`config.mk`:
```
export PLATFORM = sky130hd
export DESIGN_NAME = imem_bank_bootloaded
export DESIGN_NICKNAME = d
export VERILOG_FILES = /design/src/rtl/imem_bank_bootloaded.sv
export SDC_FILE = /design/constraint.sdc
export NUM_CORES = 1
export LEC_CHECK = 0
export CELL_PAD_IN_SITES_DETAIL_PLACEMENT = 0
export CELL_PAD_IN_SITES_GLOBAL_PLACEMENT = 1
export CORE_UTILIZATION = 40
export DETAILED_ROUTE_END_ITERATION = 7
export GPL_TIMING_DRIVEN = 0
export PLACE_DENSITY_LB_ADDON = 0.1
export SETUP_SLACK_MARGIN = 0.05
export SYNTH_ARGS = -nofsm -noshare
export SYNTH_HDL_FRONTEND = slang
export SYNTH_SLANG_ARGS = --single-unit
```
`constraint.sdc`:
```
create_clock -name CLOCK -period 5.8 [get_ports CLOCK]
set_clock_uncertainty 0.05 [all_clocks]
set_input_delay 1.45 -clock CLOCK [delete_from_list [all_inputs] [get_ports CLOCK]]
set_output_delay 1.45 -clock CLOCK [all_outputs]
set_load 0.005 [all_outputs]
```
`src/rtl/imem_bank_bootloaded.sv`:
```
// Instruction-memory bank: after reset (or a RELOAD request) it copies the boot image one word
// per cycle, then serves combinational reads and guarded writes with a write-protected region.
module imem_bank_bootloaded #(
    parameter int WIDTH         = 16,
    parameter int DEPTH         = 16,
    parameter int ADDR_W        = 4,
    parameter int PROTECT_BASE  = 0,
    parameter int PROTECT_WORDS = 0
) (
    input  logic              CLOCK,
    input  logic              RESET,
    input  logic [ADDR_W-1:0] READ_SELECT,
    output logic [WIDTH-1:0]  IMEM_OUTPUT,
    input  logic [ADDR_W-1:0] WRITE_SELECT,
    input  logic              WRITE_ENABLE,
    input  logic [WIDTH-1:0]  IMEM_INPUT,
    input  logic              RELOAD,
    output logic [ADDR_W-1:0] BOOT_ADDR,
    input  logic [WIDTH-1:0]  BOOT_DATA,
    output logic              BOOT_DONE,
    output logic              WRITE_REJECT
);

    typedef enum logic {ST_BOOT, ST_RUN} state_t;

    localparam logic [31:0]       DEPTH_U    = 32'(DEPTH);
    localparam logic [31:0]       PROT_LO    = 32'(PROTECT_BASE);
    localparam logic [31:0]       PROT_CNT   = 32'(PROTECT_WORDS);
    localparam logic [ADDR_W-1:0] LAST_IDX   = ADDR_W'(DEPTH - 1);

    state_t            state_q;
    logic [ADDR_W-1:0] ptr_q;
    logic              done_q;
    logic              reject_q;
    logic [WIDTH-1:0]  mem_q [DEPTH];

    logic        booting;
    logic [31:0] wsel_ext;
    logic [31:0] rsel_ext;
    logic        wsel_in_range;
    logic        wsel_protected;
    logic        run_wr_ok;
    logic        wr_refused;

    assign booting  = (state_q == ST_BOOT);
    assign wsel_ext = 32'(WRITE_SELECT);
    assign rsel_ext = 32'(READ_SELECT);

    // Unsigned wrap makes indices below the base fall outside the window too.
    assign wsel_in_range  = (wsel_ext < DEPTH_U);
    assign wsel_protected = ((wsel_ext - PROT_LO) < PROT_CNT);

    assign run_wr_ok  = !booting && WRITE_ENABLE && !RELOAD && wsel_in_range && !wsel_protected;
    assign wr_refused = WRITE_ENABLE && !run_wr_ok;

    assign BOOT_ADDR    = booting ? ptr_q : '0;
    assign BOOT_DONE    = done_q;
    assign WRITE_REJECT = reject_q;
    assign IMEM_OUTPUT  = (rsel_ext < DEPTH_U) ? mem_q[READ_SELECT] : '0;

    always_ff @(posedge CLOCK) begin
        if (RESET) begin
            state_q  <= ST_BOOT;
            ptr_q    <= '0;
            done_q   <= 1'b0;
            reject_q <= 1'b0;
        end else begin
            reject_q <= wr_refused;
            case (state_q)
                ST_BOOT: begin
                    if (ptr_q == LAST_IDX) begin
                        state_q <= ST_RUN;
                        ptr_q   <= '0;
                        done_q  <= 1'b1;
                    end else begin
                        ptr_q <= ptr_q + ADDR_W'(1);
                    end
                end
                ST_RUN: begin
                    if (RELOAD) begin
                        state_q <= ST_BOOT;
                        ptr_q   <= '0;
                        done_q  <= 1'b0;
                    end
                end
                default: begin
                    state_q <= ST_BOOT;
                    ptr_q   <= '0;
                    done_q  <= 1'b0;
                end
            endcase
        end
    end

    // Boot copy ignores protection; loader writes only land in RUN.
    always_ff @(posedge CLOCK) begin
        for (int i = 0; i < DEPTH; i++) begin
            if (RESET) begin
                mem_q[i] <= '0;
            end else if (booting && (ptr_q == ADDR_W'(i))) begin
                mem_q[i] <= BOOT_DATA;
            end else if (run_wr_ok && (WRITE_SELECT == ADDR_W'(i))) begin
                mem_q[i] <= IMEM_INPUT;
            end
        end
    end

endmodule

```
==> results.md <==
* P_int at approximately 0.0033 W
* Compound-gate portion of the synthesized area at between 20% and 30%
* Synth Area per Inst at 14.79 µm²
* Core Region at 0.03262 mm²
* Pwr/cell area at 289.2 mW/mm²
* Max Freq at roughly 180 MHz
* Vias in the first global route at between 9000 and 10000
* Residual DRC at 0
* Synth top area share at between 50% and 60%
* Critical Path Fanout Max at 10
* Area Overhead vs Synth at 14.39%
* Routed via count at 8806
* Largest family of logic cells by synthesized area: compound AO/OA/AOI/OAI gates
* Cell variety after synth at 39
* Clock Tree Root: clkbuf_16
* Met3 Use GR at roughly 2.7%
* Critical path type: in2out
* Top FF cell, synth: edfxtp_1
* Max clock buf depth at 3
* Period minus WS final at 5.659 ns
* Met1 Use GR at 31.92%
* GRT Util Overall at between 20% and 30%
* Max-cap viol count at 0
* Mux cell area share after synthesis at between 10% and 20%
* Gpl congestion at approximately 0.85
* Final non-filler cell total at 1432
* Clock Pin Slew Worst Setup and Hold Paths at 0.06 ns
* Rel. slew slack at around 15%
* Syn nets at about 950
* Fin crit share at a little over nine tenths
* Sequential area share after synthesis at between 50% and 60%
* GRT busiest layer: met2
* Hold Crit Class: reg2reg
* FFs w/ async S/R, synth at 0%
* IO Pins at between 60 and 70
* Post-synth EDFFs at ~260
* Die area at roughly 0.034 mm²
* Post_cts resized at 1
* Max-slew violations at 0
* Comb pwr share at between 10% and 20%
* Ranking of synthesized cells by area: edfxtp_1 (58%), a22o_1 (16%), mux4_2 (11%)
* Simple-gate share of the synthesized area at just over 4%
* Share of post-route cells with drive strength above 1 at between 10% and 20%
* H-tree levels at 1
* CP Data Required Time at approximately 4.3 ns
* Net Sw Frac at between 20% and 30%
* Die height at ~180 µm
* Worst VDD drop at approximately 0.25 mV
* Worst hold margin at between 0.4 and 0.5 ns
* Largest net degree at the start of global routing at 17
* Critical path launch point type: input port
* Initial antenna violation count at 0
* Setup_tns at 0 ns
* Clk pwr share at about two fifths
* Post-Syn Area at between 0.01 and 0.015 mm²
* Post-Synth Adder-Cell Area at less than 1%
* Synth warn at 0
* Drt pass-1 iters at 5
* DP HPWL at between 20000 and 30000 µm
* # hold bufs at CTS at 0
* Post-CTS Setup Inserts at 0
* Die width at about 180 µm
* Post-synthesis cell count at 898
* Vias per cell at between 6 and 7
* Clock Latency Late Sink at roughly 0.56 ns
* CTS tree: done
* FP Rows at 66
* Largest area contributor in the netlist: edfxtp_1
* # nets final at approximately 1000
* Num Clock Sinks at between 200 and 300
* Final setup vio count at 0
* Worst slew pin tran at approximately 1.3 ns
* Status: finished, final reports clean
* GR met2 Demand/Resource at about two fifths
* Post-Synth XOR/XNOR Area at 0%
* Fillers at between 2000 and 3000
* RSZ-0062 raised after global routing: false
* CTS Buf Count at 30
* Register share of total power at between 50% and 60%
* PortBufs at 30
* Arr. time, crit path at 4.16 ns
* Hold Vio Cnt, Final at 0
* Initial DRC Count at roughly 670
* Commonest non-fill, non-tap cell in the layout: edfxtp_1
* Flops & latches, synth at 263
* Most frequent cells in the layout: edfxtp_1 (256), a22o_1 (240), clkbuf_1 (82)
* Placed Cells at between 1000 and 1500
* Net Sw Power at 0.001076 W
* Starting density of the core at 40.72%
* Routed WL at about 40000 µm
* Gr ovfl total at 0
* Routed length per instance at roughly 28 µm
* First-pass GRT wire length at roughly 59000 µm
* ANT cells at 0
* Leak at around 5.2 nW
* DRT antenna net count at 0
* CP Capture Type: primary output
## cell usage after synthesis, types with 5 or more instances
cell and n:
a211oi_1 5, a211oi_2 10, a221o_1 8, a22o_1 240, a22oi_1 32, buf_1 35, buf_2 13, clkbuf_1 79
dfxtp_1 7, edfxtp_1 256, mux2i_1 16, mux4_2 64, nand2_1 24, nand2b_1 12, nor2_1 26, nor2_2 9
nor2b_1 12, nor3_1 11, o221ai_1 6
## layer usage
metal / routed length, µm / vias up
li1: - / 3868
met1: 17480 / 4536
met2: 19380 / 317
met3: 2002 / 85
met4: 1162 / 0
met5: 0 / -
## worst max-delay path: stages
cell and delay [ns]:
clkbuf_1 0.63, clkbuf_1 0.65, mux4_2 0.43, a22oi_1 0.31
nand2_1 0.20, clkdlybuf4s50_1 0.48
## worst paths after layout
kind	start	end	slack, ns	cells after the start
min	BOOT_DONE	BOOT_DONE	0.45	1
min reg2reg	BOOT_DONE	BOOT_DONE	0.45	1
max reg2reg	ptr_q[0]	mem_q[7][13]	2.59	5
max	READ_SELECT[1]	IMEM_OUTPUT[10]	0.14	6
## state kept, by name (all words and copies together) (netlist names)
name          count
state_q           1
ptr_q             4
mem_q           256
BOOT_DONE         1
WRITE_REJECT      1
## stage by stage
stage / area [µm²] / utilization (%) / power (W) / worst slack (ns)
after global routing: 15190 / 46.57 / 0.004528 / 0.06415
after detailed placement: 14300 / 43.84 / 0.002691 / 0.05324
after CTS: 15190 / 46.57 / 0.004422 / 0.06576
final: 15190 / 46.57 / 0.004394 / 0.1410
after floorplan: 13280 / - / 0.002497 / 1.378
after global placement: 14130 / 43.33 / 0.002678 / 0.04973
## cell type report
| cell class | count | area (µm²) | area share (%) |
|---|---|---|---|
| buffer | 129 | 519.2 | 3.418 |
| clock buffer | 37 | 798.3 | 5.254 |
| clock inverter | 18 | 91.34 | 0.6012 |
| inverter | 4 | 15.01 | 0.09883 |
| multi-input combinational | 502 | 4970 | 32.71 |
| sequential | 263 | 7828 | 51.52 |
| tap | 442 | 553.0 | 3.640 |
| timing repair buffer | 37 | 417.9 | 2.751 |
## power groups by stage
stage	sequential, W	clock (W)	combinational (W)
final	0.00221	0.00175	0.000442
after global routing	0.00221	0.00184	0.000470
after CTS	0.00221	0.00177	0.000445
after detailed placement	0.00225	0	0.000444
after global placement	0.00225	0	0.000431
after floorplan	0.00223	0	0.000262
## logic make-up after synthesis
| kind of cell | Yosys count |
|---|---|
| buffers and inverters | 133 |
| adder cells (fa/ha/maj) | 4 |
| AO/OA/AOI/OAI | 311 |
| flip-flops | 263 |
| AND/OR/NAND/NOR | 107 |
| multiplexers | 80 |
Note: power is estimated with default switching activity, not from simulation.
